`src/rtl/int_divider.sv`:
```
// -----------------------------------------------------------------------------
// int_divider
//   Sequential unsigned integer divider, radix-2 restoring algorithm.
//   Produces one quotient bit per clock, so every division takes exactly W
//   cycles. Division by zero also takes W cycles and needs no special
//   datapath: the restoring step subtracts zero on every iteration. That
//   leaves q = all ones and r = a, and dz flags the case.
//
// Parameters
//   W        operand/result width in bits (W >= 2)
//
// Ports
//   clk      in   1  clock, rising-edge active
//   rst_n    in   1  asynchronous active-low reset
//   start_i  in   1  request: latch a_i/b_i and begin when idle
//   a_i      in   W  dividend, unsigned
//   b_i      in   W  divisor, unsigned
//   busy_o   out  1  division in progress; start_i ignored while high
//   done_o   out  1  one-cycle pulse: q_o/r_o/dz_o just updated
//   q_o      out  W  quotient, held until the next completion
//   r_o      out  W  remainder, held until the next completion
//   dz_o     out  1  divide-by-zero flag for the latest result
// -----------------------------------------------------------------------------
module int_divider #(
  parameter int unsigned W = 4
) (
  input  logic         clk,
  input  logic         rst_n,
  input  logic         start_i,
  input  logic [W-1:0] a_i,
  input  logic [W-1:0] b_i,
  output logic         busy_o,
  output logic         done_o,
  output logic [W-1:0] q_o,
  output logic [W-1:0] r_o,
  output logic         dz_o
);

  localparam int unsigned CW = $clog2(W + 1);
  localparam logic [CW-1:0] CNT_W   = CW'(W);
  localparam logic [CW-1:0] CNT_ONE = CW'(1);

  typedef enum logic [0:0] {
    ST_IDLE = 1'b0,
    ST_RUN  = 1'b1
  } state_e;

  state_e        state_q, state_d;
  logic [CW-1:0] cnt_q,   cnt_d;
  logic [W:0]    rem_q,   rem_d;    // partial remainder, one guard bit
  logic [W-1:0]  dvd_q,   dvd_d;    // dividend shifting out, quotient shifting in
  logic [W-1:0]  dvs_q,   dvs_d;    // latched divisor
  logic [W-1:0]  q_q,     q_d;
  logic [W-1:0]  r_q,     r_d;
  logic          dz_q,    dz_d;
  logic          done_q,  done_d;
  logic          busy_q,  busy_d;

  logic [W:0]    rem_shift;
  logic [W:0]    rem_trial;
  logic          fits;
  logic [W:0]    rem_nxt;
  logic [W-1:0]  dvd_nxt;

  // One restoring iteration: bring in the next dividend bit, then subtract the divisor if it fits.
  always_comb begin
    rem_shift = {rem_q[W-1:0], dvd_q[W-1]};
    rem_trial = rem_shift - {1'b0, dvs_q};
    fits      = (rem_shift >= {1'b0, dvs_q});
    if (fits) begin
      rem_nxt = rem_trial;
      dvd_nxt = {dvd_q[W-2:0], 1'b1};
    end else begin
      rem_nxt = rem_shift;
      dvd_nxt = {dvd_q[W-2:0], 1'b0};
    end
  end

  // Next-state and datapath control for the IDLE/RUN sequencer.
  always_comb begin
    state_d = state_q;
    cnt_d   = cnt_q;
    rem_d   = rem_q;
    dvd_d   = dvd_q;
    dvs_d   = dvs_q;
    q_d     = q_q;
    r_d     = r_q;
    dz_d    = dz_q;
    done_d  = 1'b0;
    busy_d  = busy_q;
    case (state_q)
      ST_IDLE: begin
        if (start_i) begin
          state_d = ST_RUN;
          busy_d  = 1'b1;
          cnt_d   = CNT_W;
          rem_d   = '0;
          dvd_d   = a_i;
          dvs_d   = b_i;
        end else begin
          busy_d  = 1'b0;
        end
      end
      ST_RUN: begin
        rem_d = rem_nxt;
        dvd_d = dvd_nxt;
        cnt_d = cnt_q - CNT_ONE;
        // The last iteration publishes the result directly from the
        // iteration logic, so done follows the W-th edge with no extra cycle.
        if (cnt_q == CNT_ONE) begin
          state_d = ST_IDLE;
          busy_d  = 1'b0;
          done_d  = 1'b1;
          q_d     = dvd_nxt;
          r_d     = rem_nxt[W-1:0];
          dz_d    = (dvs_q == {W{1'b0}});
        end else begin
          busy_d  = 1'b1;
        end
      end
      default: begin
        state_d = ST_IDLE;
        busy_d  = 1'b0;
      end
    endcase
  end

  // State and datapath registers; reset aborts any division in flight.
  always_ff @(posedge clk or negedge rst_n) begin
    if (!rst_n) begin
      state_q <= ST_IDLE;
      cnt_q   <= '0;
      rem_q   <= '0;
      dvd_q   <= '0;
      dvs_q   <= '0;
      q_q     <= '0;
      r_q     <= '0;
      dz_q    <= 1'b0;
      done_q  <= 1'b0;
      busy_q  <= 1'b0;
    end else begin
      state_q <= state_d;
      cnt_q   <= cnt_d;
      rem_q   <= rem_d;
      dvd_q   <= dvd_d;
      dvs_q   <= dvs_d;
      q_q     <= q_d;
      r_q     <= r_d;
      dz_q    <= dz_d;
      done_q  <= done_d;
      busy_q  <= busy_d;
    end
  end

  assign busy_o = busy_q;
  assign done_o = done_q;
  assign q_o    = q_q;
  assign r_o    = r_q;
  assign dz_o   = dz_q;

endmodule

```
`config.mk`:
```
export PLATFORM = sky130hd
export DESIGN_NAME = int_divider
export DESIGN_NICKNAME = d
export VERILOG_FILES = /design/src/rtl/int_divider.sv
export SDC_FILE = /design/constraint.sdc
export NUM_CORES = 1
export LEC_CHECK = 0
export CAP_MARGIN = 10
export CORE_ASPECT_RATIO = 0.6
export CORE_MARGIN = 1
export CORE_UTILIZATION = 55
export CTS_CLUSTER_DIAMETER = 60
export DETAILED_ROUTE_END_ITERATION = 8
export PLACE_DENSITY = 0.91
export SYNTH_ARGS = -nofsm -noshare
export SYNTH_HDL_FRONTEND = slang
export SYNTH_SLANG_ARGS = --single-unit
export TNS_END_PERCENT = 10
```
`constraint.sdc`:
```
create_clock -name clk -period 3.8 [get_ports clk]
set_clock_uncertainty 0.2 [all_clocks]
set_input_delay 0.76 -clock clk [delete_from_list [all_inputs] [get_ports clk]]
set_output_delay 0.76 -clock clk [all_outputs]
set_load 0.1 [all_outputs]
```
==> key figures <==
Setup path
  – Worst path top cell family by delay: buffers and inverters
  – Buffers & Inverters on Critical Path: 1
  – Worst path max stage delay: 1.14 ns
  – Startpoint Class: register
  – Worst setup startpoint: dz_o$_DFFE_PN0P_
  – WP data arrival: 1.77 ns
  – Max Fanout on Critical Path: 2
  – Worst reg2reg startpoint: rem_q[1]$_DFFE_PN0P_
  – Crit path cell chain: clkdlybuf4s50_1
  – CP endpoint kind: output port
  – Path depth of the worst reg2reg path: 5
  – Crit. path cell count: 1
  – Worst path slowest cell: clkdlybuf4s50_1
  – CP Class: register to output port
  – Reg-to-reg slack, setup: 1.61 ns
  – CP required: 2.84 ns
  – Worst R2R End: r_o[0]$_DFFE_PN0P_
  – Worst Setup EP: dz_o

Yosys
  – Simple-gate portion of the synthesized area: 17.1%
  – Adder-Cell Fraction of Synth Area: 7.27%
  – Syn Inst Count: 131
  – Flops & latches, synth: 26
  – Synth unique cells: 38
  – Area leader, netlist: dfrtp_1
  – Top cell type's share of synthesized area: 49.7%
  – Sequential-to-total area share from yosys stat: 49.7%
  – List of most frequent post-synthesis cells: dfrtp_1 (26), nand2_1 (24), inv_1 (10), o21ai_0 (9), ha_1 (6)
  – Main combinational cell family by area after synthesis: simple AND/OR/NAND/NOR gates
  – EDFF count, synth: 0
  – Most numerous cell in the Yosys netlist: dfrtp_1
  – Synth area leaders: dfrtp_1 (50%), nand2_1 (6.9%), ha_1 (5.7%)
  – Xor and xnor area share after synthesis: 1.34%
  – Synthesized area: 1310 sq um
  – Yosys Warn Count: 0
  – Ys flop type: dfrtp_1
  – Share of synthesized registers carrying an async set or reset: 100%
  – Syn Area/Cell: 9.99 sq um
  – Multiplexer share of the synthesized area: 4.02%
  – Syn_nets: 149
  – Post-synthesis compound-gate area fraction: 16.1%

STA
  – Fin. Hold Viols: 0
  – Slew HR: 34.9%
  – Least-Margin Pin Slew: 0.973 ns
  – Post-route clock period utilization: 71.9%
  – Fmax: 0.366 GHz
  – Endpoints failing setup: 0
  – TNS Setup: 0 ns
  – Min cycle time layout: 2.73 ns
  – Final Slew Violations: 0
  – RSZ-0062 raised after global routing: no

Placement
  – DPL Wire Length: 2.26 mm
  – Port Buffer Count: 21
  – GP Congestion: 0.859

CTS
  – Root Buffer: clkbuf_8
  – H-tree levels: 1
  – Clock Pin Slew Worst Setup and Hold Paths: 0.09 ns
  – Total clock sinks: 26
  – CTS tree: yes
  – CTS Buffer Depth: 2
  – Postcts setup bufs: 0
  – Post-CTS sizing: 0
  – CTS Hold Bufs: 0
  – Clk_lat worst skew: 0.27 ns
  – Num CTS Buffers: 3

Cells and area
  – Layout cells sized above 1: 9.80%
  – Nets: 172
  – Fill cells: 159
  – # diodes: 0
  – Synthesis-to-finish area growth: 23.4%

Global routing
  – Vias in the first global route: 975
  – Antenna violations before repair: 0
  – Total gr overflow: 0
  – First-pass GRT wire length: 4.64 mm
  – Largest net degree at the start of global routing: 27
  – GRT Total Usage: 26.4%

Drt
  – Wire length per cell: 16.3 um
  – Violation count after the first detailed-route iteration: 108
  – Initial DRT Pass Iterations: 5
  – Routed Antenna Nets: 0
  – Via density per instance: 5.83
  – Drt total wl: 2.98 mm
  – DRC viols: 0
  – Routed vias: 1066

Min path
  – Worst Hold Path Cells: 2
  – HP Class: register to register

Floorplanning
  – Die height: 39.8 um
  – Total die area: 2590 sq um
  – Initial Util: 59.2%
  – Rows: 13
  – Core Area: 2210 sq um
  – Die Wd: 65.0 um
  – I/O pins: 22

Flow run
  – Max_cap viols: 0

Run status
  – Status: complete, no violations
==> sequential cells by signal (all words and copies together), names as in the netlist <==
name    cells
dvd_q       4
dvs_q       4
rem_q       4
done_o      1
q_o         4
busy_o      1
cnt_q       3
dz_o        1
r_o         4
==> cells in the final DEF (no fill, tap or decap), types with 2 or more instances in the layout <==
master / n
dfrtp_1: 26
nand2_1: 24
clkdlybuf4s50_1: 20
inv_1: 10
o21ai_0: 9
ha_1: 6
nor2_1: 5
nor3_1: 4
o31ai_1: 4
a21oi_1: 3
nand3_1: 3
mux2i_1: 3
clkbuf_8: 3
a21o_1: 2
mux2_2: 2
nor2b_1: 2
and3_1: 2
a31o_2: 2
buf_4: 2
==> how the worst min path moves through the flow <==
| stage | startpoint | to | slack [ns] |
|---|---|---|---|
| floorplan | dvd_q[0]$_DFFE_PN0P_ | q_o[1]$_DFFE_PN0P_ | 0.25 |
| global placement | q_o[1]$_DFFE_PN0P_ | q_o[1]$_DFFE_PN0P_ | 0.26 |
| detailed placement | q_o[3]$_DFFE_PN0P_ | q_o[3]$_DFFE_PN0P_ | 0.27 |
| CTS | q_o[3]$_DFFE_PN0P_ | q_o[3]$_DFFE_PN0P_ | 0.29 |
| global route | q_o[3]$_DFFE_PN0P_ | q_o[3]$_DFFE_PN0P_ | 0.32 |
| finish | q_o[3]$_DFFE_PN0P_ | q_o[3]$_DFFE_PN0P_ | 0.29 |
==> routing by layer <==
metal  vias up  track usage (%)  wire (um)
met3         4             5.52        255
met5         -                0          0
li1        498                -          -
met1       509             33.4       1240
met2        55             46.4       1460
met4         0             7.78         27
==> through the flow <==
step	utilization (%)	std cells	area (sq um)	setup slack, ns	hold WS, ns
after floorplan	-	131	1310	1.74	0.253
after global placement	69.8	179	1540	1.21	0.259
after detailed placement	69.8	179	1540	1.12	0.270
after CTS	73.0	183	1620	1.06	0.291
after global routing	73.0	183	1620	1.02	0.315
final	73.0	183	1620	1.07	0.289
==> logic make-up after synthesis <==
family                     Yosys count
AOI/OAI and AO/OA                   30
DFF                                 26
buffers and inverters               15
adders and majority gates            7
xor gates and xnor gates             2
muxes                                5
and+or+nand+nor                     46
==> layout make-up <==
class | instances | area, sq um | area share, %
Tap cell | 30 | 37.5 | 2.32
Clock inverter | 1 | 30.0 | 1.86
Sequential cell | 26 | 651 | 40.3
Timing Repair Buffer | 22 | 215 | 13.3
Inverter | 11 | 41.3 | 2.56
Multi-Input combinational cell | 90 | 599 | 37.1
Clock buffer | 3 | 41.3 | 2.56
Power is not shown: default switching activity piles up to over one toggle a cycle in this logic, so the estimate is an artifact.
